--- src/rtl/spi_master_pkg.sv ---
// spi_master_pkg: shared types for the byte-oriented SPI initiator.
// FSM states, SPI mode bundle and default chip-select gap.
package spi_master_pkg;

    typedef enum logic [2:0] {
        IDLE,
        SETUP,
        SHIFT,
        WAIT,
        HOLD,
        GAP
    } state_t;

    typedef struct packed {
        logic cpol;
        logic cpha;
    } spi_mode_t;

    localparam int CS_GAP_DEF = 2;

endpackage

--- src/rtl/spi_master_clkgen.sv ---
// spi_master_clkgen: half-period counter and sck generator.
// hp_end fires at terminal count; lead/trail mark sck edges in SHIFT.
module spi_master_clkgen
    import spi_master_pkg::*;
#(
    parameter int DIV_W = 16
) (
    input  logic             clk,
    input  logic             rst_n,
    input  logic             run_i,
    input  logic             toggle_i,
    input  logic [DIV_W-1:0] div_i,
    input  logic             cpol_i,
    output logic             hp_end_o,
    output logic             lead_edge_o,
    output logic             trail_edge_o,
    output logic             sck_o
);

    logic [DIV_W-1:0] cnt_q, cnt_d;
    logic             phase_q, phase_d;
    logic             sck_q, sck_d;

    // Equality compare wraps at div_i, so all-ones never overflows
    assign hp_end_o     = run_i & (cnt_q == div_i);
    assign lead_edge_o  = hp_end_o & toggle_i & ~phase_q;
    assign trail_edge_o = hp_end_o & toggle_i & phase_q;
    assign sck_o        = sck_q;

    // Next count, sck phase and registered sck level
    always_comb begin
        cnt_d   = cnt_q + DIV_W'(1);
        phase_d = phase_q;
        if (!run_i) begin
            cnt_d   = '0;
            phase_d = 1'b0;
        end else if (hp_end_o) begin
            cnt_d = '0;
            if (toggle_i) begin
                phase_d = ~phase_q;
            end
        end
        sck_d = cpol_i ^ phase_d;
    end

    // Counter and sck state registers
    always_ff @(posedge clk or negedge rst_n) begin
        if (!rst_n) begin
            cnt_q   <= '0;
            phase_q <= 1'b0;
            sck_q   <= 1'b0;
        end else begin
            cnt_q   <= cnt_d;
            phase_q <= phase_d;
            sck_q   <= sck_d;
        end
    end

endmodule

--- src/rtl/spi_master_byte.sv ---
// spi_master_byte: byte-stream SPI initiator, mode 0, MSB first.
// Define SPI_MASTER_MODE_EN to add runtime cpol/cpha inputs.
module spi_master_byte
    import spi_master_pkg::*;
#(
    parameter int DATA_W = 8,
    parameter int DIV_W  = 16,
    parameter int CS_GAP = CS_GAP_DEF
) (
    input  logic              clk,
    input  logic              rst_n,
`ifdef SPI_MASTER_MODE_EN
    input  logic              cpol,
    input  logic              cpha,
`endif
    input  logic [DIV_W-1:0]  div,
    input  logic [DATA_W-1:0] tx_data,
    input  logic              tx_last,
    input  logic              tx_valid,
    output logic              tx_ready,
    output logic [DATA_W-1:0] rx_data,
    output logic              rx_valid,
    output logic              busy,
    output logic              sck,
    output logic              ss_n,
    output logic              mosi,
    input  logic              miso
);

    localparam int HP_W = $clog2(2 * DATA_W + CS_GAP + 1);
    localparam logic [HP_W-1:0] HP_LAST  = HP_W'(2 * DATA_W - 1);
    localparam logic [HP_W-1:0] GAP_LAST = HP_W'(CS_GAP - 1);

    state_t            state_q, state_d;
    logic [DIV_W-1:0]  div_q, div_d;
    logic              last_q, last_d;
    logic [DATA_W-1:0] tx_sh_q, tx_sh_d;
    logic [DATA_W-1:0] rx_sh_q, rx_sh_d;
    logic [DATA_W-1:0] rx_data_q, rx_data_d;
    logic [HP_W-1:0]   hp_q, hp_d;
    logic              mosi_q, mosi_d;
    logic              ss_n_q, ss_n_d;
    logic              rx_valid_q, rx_valid_d;
    spi_mode_t         mode_in, mode_q, mode_d;

    logic run, toggle, hp_end, lead_edge, trail_edge;
    logic ready, byte_end, sample_edge, shift_edge;

`ifdef SPI_MASTER_MODE_EN
    assign mode_in = {cpol, cpha};
`else
    assign mode_in = '0;
`endif

    assign run = (state_q == SETUP) || (state_q == SHIFT) ||
                 (state_q == HOLD)  || (state_q == GAP);
    assign toggle   = (state_q == SHIFT);
    assign byte_end = toggle & hp_end & (hp_q == HP_LAST);

    // cpha=1 skips the first leading edge: the MSB is already on mosi
    assign sample_edge = mode_q.cpha ? trail_edge : lead_edge;
    assign shift_edge  = mode_q.cpha ?
                         (lead_edge & (hp_q != '0)) :
                         (trail_edge & (hp_q != HP_LAST));

    spi_master_clkgen #(
        .DIV_W(DIV_W)
    ) u_clkgen (
        .clk         (clk),
        .rst_n       (rst_n),
        .run_i       (run),
        .toggle_i    (toggle),
        .div_i       (div_q),
        .cpol_i      (mode_q.cpol),
        .hp_end_o    (hp_end),
        .lead_edge_o (lead_edge),
        .trail_edge_o(trail_edge),
        .sck_o       (sck)
    );

    assign tx_ready = ready & rst_n;
    assign busy     = (state_q != IDLE);
    assign rx_data  = rx_data_q;
    assign rx_valid = rx_valid_q;
    assign ss_n     = ss_n_q;
    assign mosi     = mosi_q;

    // Transaction sequencing, shifting and handshake
    always_comb begin
        state_d    = state_q;
        div_d      = div_q;
        last_d     = last_q;
        tx_sh_d    = tx_sh_q;
        rx_sh_d    = rx_sh_q;
        rx_data_d  = rx_data_q;
        hp_d       = hp_q;
        mosi_d     = mosi_q;
        ss_n_d     = ss_n_q;
        rx_valid_d = 1'b0;
        mode_d     = mode_q;
        ready      = 1'b0;
        unique case (state_q)
            IDLE: begin
                ready  = 1'b1;
                mode_d = mode_in;
                if (tx_valid) begin
                    div_d   = div;
                    last_d  = tx_last;
                    tx_sh_d = tx_data;
                    mosi_d  = tx_data[DATA_W-1];
                    ss_n_d  = 1'b0;
                    hp_d    = '0;
                    state_d = SETUP;
                end
            end
            SETUP: begin
                if (hp_end) begin
                    state_d = SHIFT;
                end
            end
            SHIFT: begin
                if (hp_end) begin
                    hp_d = hp_q + HP_W'(1);
                    if (sample_edge) begin
                        rx_sh_d = {rx_sh_q[DATA_W-2:0], miso};
                    end
                    if (shift_edge) begin
                        tx_sh_d = tx_sh_q << 1;
                        mosi_d  = tx_sh_q[DATA_W-2];
                    end
                    if (byte_end) begin
                        hp_d       = '0;
                        rx_valid_d = 1'b1;
                        rx_data_d  = rx_sh_d;
                        if (last_q) begin
                            state_d = HOLD;
                        end else begin
                            ready = 1'b1;
                            if (tx_valid) begin
                                last_d  = tx_last;
                                tx_sh_d = tx_data;
                                mosi_d  = tx_data[DATA_W-1];
                            end else begin
                                state_d = WAIT;
                            end
                        end
                    end
                end
            end
            WAIT: begin
                ready = 1'b1;
                if (tx_valid) begin
                    last_d  = tx_last;
                    tx_sh_d = tx_data;
                    mosi_d  = tx_data[DATA_W-1];
                    hp_d    = '0;
                    state_d = SHIFT;
                end
            end
            HOLD: begin
                if (hp_end) begin
                    ss_n_d  = 1'b1;
                    hp_d    = '0;
                    state_d = GAP;
                end
            end
            GAP: begin
                if (hp_end) begin
                    hp_d = hp_q + HP_W'(1);
                    if (hp_q == GAP_LAST) begin
                        hp_d    = '0;
                        state_d = IDLE;
                    end
                end
            end
            default: begin
                state_d = IDLE;
            end
        endcase
    end

    // State and registered outputs; reset aborts any transfer
    always_ff @(posedge clk or negedge rst_n) begin
        if (!rst_n) begin
            state_q    <= IDLE;
            div_q      <= '0;
            last_q     <= 1'b0;
            tx_sh_q    <= '0;
            rx_sh_q    <= '0;
            rx_data_q  <= '0;
            hp_q       <= '0;
            mosi_q     <= 1'b0;
            ss_n_q     <= 1'b1;
            rx_valid_q <= 1'b0;
            mode_q     <= '0;
        end else begin
            state_q    <= state_d;
            div_q      <= div_d;
            last_q     <= last_d;
            tx_sh_q    <= tx_sh_d;
            rx_sh_q    <= rx_sh_d;
            rx_data_q  <= rx_data_d;
            hp_q       <= hp_d;
            mosi_q     <= mosi_d;
            ss_n_q     <= ss_n_d;
            rx_valid_q <= rx_valid_d;
            mode_q     <= mode_d;
        end
    end

endmodule

--- config.mk ---
export PLATFORM = sky130hd
export DESIGN_NAME = spi_master_byte
export DESIGN_NICKNAME = d
export VERILOG_FILES = /design/src/rtl/spi_master_pkg.sv /design/src/rtl/spi_master_clkgen.sv /design/src/rtl/spi_master_byte.sv
export SDC_FILE = /design/constraint.sdc
export NUM_CORES = 1
export LEC_CHECK = 0
export ABC_AREA = 1
export CORE_ASPECT_RATIO = 0.6
export CORE_MARGIN = 3
export CORE_UTILIZATION = 55
export DETAILED_ROUTE_END_ITERATION = 8
export PLACE_DENSITY = 0.87
export RECOVER_POWER = 50
export SLEW_MARGIN = 20
export SYNTH_ARGS = -nofsm -noshare
export SYNTH_HDL_FRONTEND = slang
export SYNTH_SLANG_ARGS = --single-unit
--- constraint.sdc ---
create_clock -name clk -period 2.8 [get_ports clk]
set_input_delay 0.28 -clock clk [delete_from_list [all_inputs] [get_ports clk]]
set_output_delay 0.28 -clock clk [all_outputs]
set_load 0.005 [all_outputs]
==> impl_metrics.toml, run 1 <==
[cts]
cts_hold_buf = 0
post_cts_buffers = 0
numCtsBuffers = 9
cts_buffer_depth = 2
htreeDepth = 3
clk_pin_slew_ps = 70
worstSkewPairLatency_ps = 350
clock-sinks = 68
cts_root_buf = "clkbuf_8"
cts_resized = 0
cts_tree = "built"

[die]
die_y_um = 68.4
row_count = 22
core_sq_mm = 0.00619
io_pins = 43
initial_core_util_pct = 57.6
die_w_um = 110
die_area_sq_mm = 0.00752

[synth]
synth_top_area_share_pct = 47.0
ys_warn_count = 0
yosysSeqAreaShare_pct = 47.7
synth_area_leaders = "dfrtp_1 47%, nand2_1 16%, nor2_1 5.6%"
synth_edf_count = 0
yosysMostFrequentCell = "nand2_1"
synthArstFlopShare_pct = 100
ys_types = 30
synth_largest_area_cell = "dfrtp_1"
synth_fp_nets = 507
syn-instance-count = 474
synthFlopType = "dfrtp_1"
syn_avg_cell_area_sq_um = 7.53
synth_commonest_cells = "151 x nand2_1, 67 x dfrtp_1, 53 x nor2_1, 52 x inv_1, 25 x o21ai_0"
ys_ff_latch = 68
syn_area_sq_mm = 0.00357

[cells_and_area]
nets = 556
n_fill_cell = 521
syn2layout_area_growth_pct = 18.4
fin_cells = 611
n_antenna_cell = 0
drive_gt1_share_pct = 8.35

[status]
violations = "capacitance limit, slew limit"
outcome = "finished with violations"

[sta]
finalCriticalPeriod_ps = 2610
slew_headroom_pct = -12.0
finalCritPeriodShare_pct = 93.2
fmax_mhz = 383
final-setup-viol-count = 0
tns_ps = 0
hold_violations = 0
finClkSkew_ps = 9.27
rsz0062_at_grt = "false"
maxSlewViolCount = 69
worst_slew_pin_slew_ps = 1680

[setup_path]
crit_path_start_kind = "flip-flop"
endpoint_kind = "output pin"
critPathTopFamily = "buffers and inverters"
crit_required_ps = 2520
crit_type = "reg2out"
critPathSlowestCell = "clkdlybuf4s50_1"
crit_chain = "ha_1, nand2_1, nor2_1, ha_1, nand3_1, nor2_1, o21a_1, clkdlybuf4s50_1"
worst-path-buf-inv = 1
path_max_fanout = 5
slowest_delay_ps = 500
cp.arrival_ps = 2330

[job]
maxCapViolations = 1

[global_routing]
grt_first_pass_wirelength_um = 12900
grt.busiest_layer = "met2"
grt_max_degree = 69
antenna_found_initial = 0
grtUsageMet1_pct = 31.2
grt_pass1_vias = 2848
gr-usage-met3_pct = 6.41
grt_usage_pct = 22.5
gr-total-overflow = 0
met2_usage_pct = 34.8

[route]
viasPerCell = 5.20
postRouteAntennaNets = 0
drt_first_iter_violations = 268
wl_per_cell_um = 13.3
drt_wl_total_um = 8100
first_pass_iters = 5
drc_errors = 0
num_vias = 3179

[placement]
dp_cells = 596
hpwl_um = 5850
gp_congestion = 0.870
portBuffers = 42

[power_and_ir_drop]
leakagePower_nw = 2.07
ir_worst_vdd_v = 0.000624
p_per_area_mw_per_mm2 = 870

[min_path]
holdCritPathClass = "in2reg"
==> cell type report <==
cell class | count | area [sq um] | share of cell area (%)
repair buffers | 46 | 442 | 10.5
well taps | 84 | 105 | 2.49
inverters | 63 | 238 | 5.63
flip-flops and latches | 68 | 1700 | 40.3
multi-input cells | 335 | 1590 | 37.6
clock buffers | 12 | 135 | 3.20
clock inverters | 3 | 15.0 | 0.355
==> worst reg2reg max path: stages (launching register included) <==
cell     delay (ps)
dfrtp_1         440
ha_1            250
nand2_1          70
nor2_1           50
ha_1            230
nor2_1          110
buf_4           180
nand4_1         380
nand2_1         180
nand2_1          70
nand2_1          50
a21oi_1          60
==> sequential cells by signal, indices dropped and copies added, names as in the netlist <==
register          cells
rx_valid              1
ss_n                  1
u_clkgen.phase_q      1
state_q               3
u_clkgen.cnt_q       16
hp_q                  5
rx_data               8
rx_sh_q               8
tx_sh_q               7
last_q                1
div_q                16
mosi                  1
==> cells in the final DEF, fill, tap and decap left out, types with 5 or more instances in the layout <==
cell type        instances
a21oi_1                 23
a31oi_1                  8
clkbuf_8                 9
clkdlybuf4s50_1         34
dfrtp_1                 67
dlygate4sd3_1            7
inv_1                   52
inv_2                    9
nand2_1                151
nand2_2                  7
nand3_1                 21
nand4_1                 12
nor2_1                  52
o21ai_0                 25
xor2_1                   5
==> final timing paths <==
| path | slack (ps) | end | cells past startpoint | from |
|---|---|---|---|---|
| min in group asynchronous | 560 | tx_sh_q[4] | 2 | rst_n |
| setup / recovery | 190 | tx_ready | 8 | hp_q[0] |
| setup reg to reg | 590 | tx_sh_q[1] | 11 | hp_q[0] |
| hold / removal | 480 | div_q[10] | 3 | div[10] |
| max in group asynchronous | 1230 | state_q[2] | 2 | rst_n |
| hold reg to reg | 490 | rx_sh_q[7] | 2 | rx_sh_q[7] |
==> where the power goes <==
part	leakage, nW	switching, mW	internal (mW)
sequential	0.878	0.199	1.22
combinational	1.11	1.04	0.559
clock	0.0800	0.352	0.313
==> per-stage QoR <==
step / power, mW / setup slack [ps] / hold slack, ps / util [%] / instance area [sq um]
floorplan: 2.56 / 888 / -15.6 / - / 3570
global placement: 2.92 / 668 / 453 / 65.9 / 4080
detailed placement: 2.99 / 584 / 468 / 65.9 / 4080
CTS: 3.66 / 202 / 215 / 68.3 / 4230
global route: 3.99 / 73.9 / 492 / 68.2 / 4230
finish: 3.68 / 190 / 484 / 68.2 / 4230
==> logic make-up (layout without fill, tap and decap cells) <==
family | count (synthesis) | after routing | share of synthesized area [%]
AOI/OAI and AO/OA | 64 | 64 | 9.54
xor gates and xnor gates | 9 | 9 | 2.21
adders and majority gates | 4 | 4 | 1.40
buffers and inverters | 71 | 124 | 7.85
DFF | 68 | 68 | 47.7
and+or+nand+nor | 258 | 258 | 31.3
==> per-layer routing <==
| metal | up-vias | part of all wire (%) |
|---|---|---|
| li1 | 1596 | - |
| met1 | 1475 | 47 |
| met2 | 101 | 45 |
| met3 | 7 | 7.2 |
| met4 | 0 | 0.70 |
| met5 | - | 0 |
Note: power is estimated with default switching activity, not from simulation.
==> run 2, diff against run 1 <==
Settings changed: TNS_END_PERCENT from default to 30.
==> results of run 2 <==
Final layout, timing and power as in run 1 (identical DEF).
==> run 3, diff against run 2 <==
==> constraint.sdc (replaced) <==
create_clock -name clk -period 2.8 [get_ports clk]
set_input_delay 0.28 -clock clk [delete_from_list [all_inputs] [get_ports clk]]
set_output_delay 0.28 -clock clk [all_outputs]
set_load 0.01 [all_outputs]
==> run 3 against run 2 <==
Combinational power hardly changed. The run still ends with capacitance limit, slew limit left. Largest power group unchanged. Critical path type unchanged. Via count is 1.6% lower. Final cell count is 0.16% higher. Global-route usage is 0.55 points higher. Largest cell class unchanged. Clock power is 51% higher. Utilization is 1.6 points higher.
==> impl_metrics.toml, run 3 (synthesis results as in run 1) <==
[cells_and_area]
layout_common_cells = "151 x nand2_1, 67 x dfrtp_1, 52 x inv_1, 52 x nor2_1, 35 x clkdlybuf4s50_1"
n_antenna_cell = 0
drive_gt1_share_pct = 8.71
syn2layout_area_growth_pct = 21.1
nets = 556
largestRegisters = "div_q x16, u_clkgen.cnt_q x16"
layout_commonest_cell = "nand2_1"

[sta]
fmax_mhz = 388
worst_slew_pin_slew_ps = 1660
slew_headroom_pct = -10.4
final-setup-viol-count = 0
finalCritPeriodShare_pct = 92.1
maxSlewViolCount = 69
fin_ws_ps = 222
hold_violations = 0
finClkSkew_ps = 8.35
finalCriticalPeriod_ps = 2580
rsz0062_at_grt = "false"
tns_ps = 0

[cts]
cts_tree = "built"
numCtsBuffers = 9
cts_hold_buf = 0
cts_root_buf = "clkbuf_8"
cts_resized = 0
worstSkewPairLatency_ps = 350
cts_buffer_depth = 2
post_cts_buffers = 0
clk_pin_slew_ps = 70
htreeDepth = 3
clock-sinks = 68

[setup_path]
slowest_delay_ps = 520
critPathMostFrequentCell = "nor2_1"
endpoint_kind = "output pin"
critPathSlowestCell = "clkdlybuf4s50_1"
crit_chain = "xor2_1, nor2_1, nand2_1, nor2_2, nand3_1, nor2_1, o21a_1, clkdlybuf4s50_1"
rr_startpoint = "state_q[0]"
rrSetupSlack_ps = 520
crit_required_ps = 2520
timing.rr.end = "div_q[5]"
cp.arrival_ps = 2300
reg2regPathDepth = 7
path_max_fanout = 5
crit_type = "reg2out"
crit_path_start_kind = "flip-flop"

[route]
postRouteAntennaNets = 0
drt_wl_total_um = 7930
wl_met3_um = 423
wl_met1_um = 3890
first_pass_iters = 4
dr_wl_met2_um = 3460
wl_per_cell_um = 13.0
drc_errors = 0
num_vias = 3129
drt_first_iter_violations = 213
highest_layer = "met4"
viasPerCell = 5.11

[die]
die_area_sq_mm = 0.00752
initial_core_util_pct = 57.6
io_pins = 43
die_w_um = 110
row_count = 22
die_y_um = 68.4
core_sq_mm = 0.00619

[global_routing]
grt_pass1_vias = 2847
grt_usage_pct = 23.1
grt_max_degree = 69
gr-total-overflow = 0
grt_first_pass_wirelength_um = 13200
antenna_found_initial = 0

[power_and_ir_drop]
ir_worst_vdd_v = 0.000496
p_total_mw = 4.01
leakagePower_nw = 2.10
p_per_area_mw_per_mm2 = 927

[status]
violations = "capacitance limit, slew limit"
outcome = "finished with violations"

[placement]
hpwl_um = 5790
pre_cts_ws_ps = 619
portBuffers = 42
gp_congestion = 0.956

[min_path]
min_delay_path_depth = 3
min_from = "div[10]"
holdCritPathClass = "in2reg"
min_to = "div_q[10]"

[job]
maxCapViolations = 1
## run 3: cell types whose count changed in the layout (fill, tap and decap cells not counted)
| cell | delta |
|---|---|
| dlygate4sd3_1 | -1 |
| clkbuf_1 | -1 |
| bufinv_16 | +3 |
| clkinv_2 | -2 |
| clkdlybuf4s50_1 | +1 |
| buf_4 | -1 |
| clkbuf_8 | +2 |
## run 3: worst max path at each step
| stage | slack (ps) | start | to |
|---|---|---|---|
| 3_3_place_gp | 660 | u_clkgen.cnt_q[0] | tx_ready |
| 5_1_grt | 60 | hp_q[0] | tx_ready |
| 6_report | 220 | u_clkgen.cnt_q[5] | tx_ready |
| 3_5_place_dp | 620 | hp_q[0] | tx_ready |
| 2_1_floorplan | 890 | hp_q[0] | mosi |
| 4_1_cts | 210 | u_clkgen.cnt_q[5] | tx_ready |
## run 3: area by class of cell
type	instances	area, sq um
clock buffers	12	155
clock inverters	4	95.1
fillers	487	1870
inverters	63	238
multi-input cells	335	1590
flip-flops and latches	68	1700
well taps	84	105
repair buffers	46	438
## run 3: worst max-delay path: cells and delay by family, from the launching register on
| family | cells | cell delay (ps) |
|---|---|---|
| simple gates | 5 | 660 |
| buf+inv | 1 | 520 |
| flops | 1 | 450 |
| xor+xnor | 1 | 190 |
| compound gates | 1 | 120 |
## run 3: stage by stage
step                instances  hold WS, ps  cell area, sq um  util, %
floorplan                 474        -15.6              3570        -
global placement          596          454              4080     65.9
detailed placement        596          461              4080     65.9
CTS                       612          188              4330     69.9
global route              612          484              4320     69.8
finish                    612          475              4320     69.8
## run 3: where the power goes
group          switching [mW]  total [mW]  internal, mW
logic                    1.03        1.59         0.557
registers               0.195        1.41          1.22
clock network           0.365        1.00         0.639
## run 3: metal layers
layer | vias up | track usage (%)
met2 | 72 | 33.4
li1 | 1599 | -
met5 | - | 0
met4 | 0 | 7.93
met1 | 1444 | 32.9
met3 | 14 | 7.07
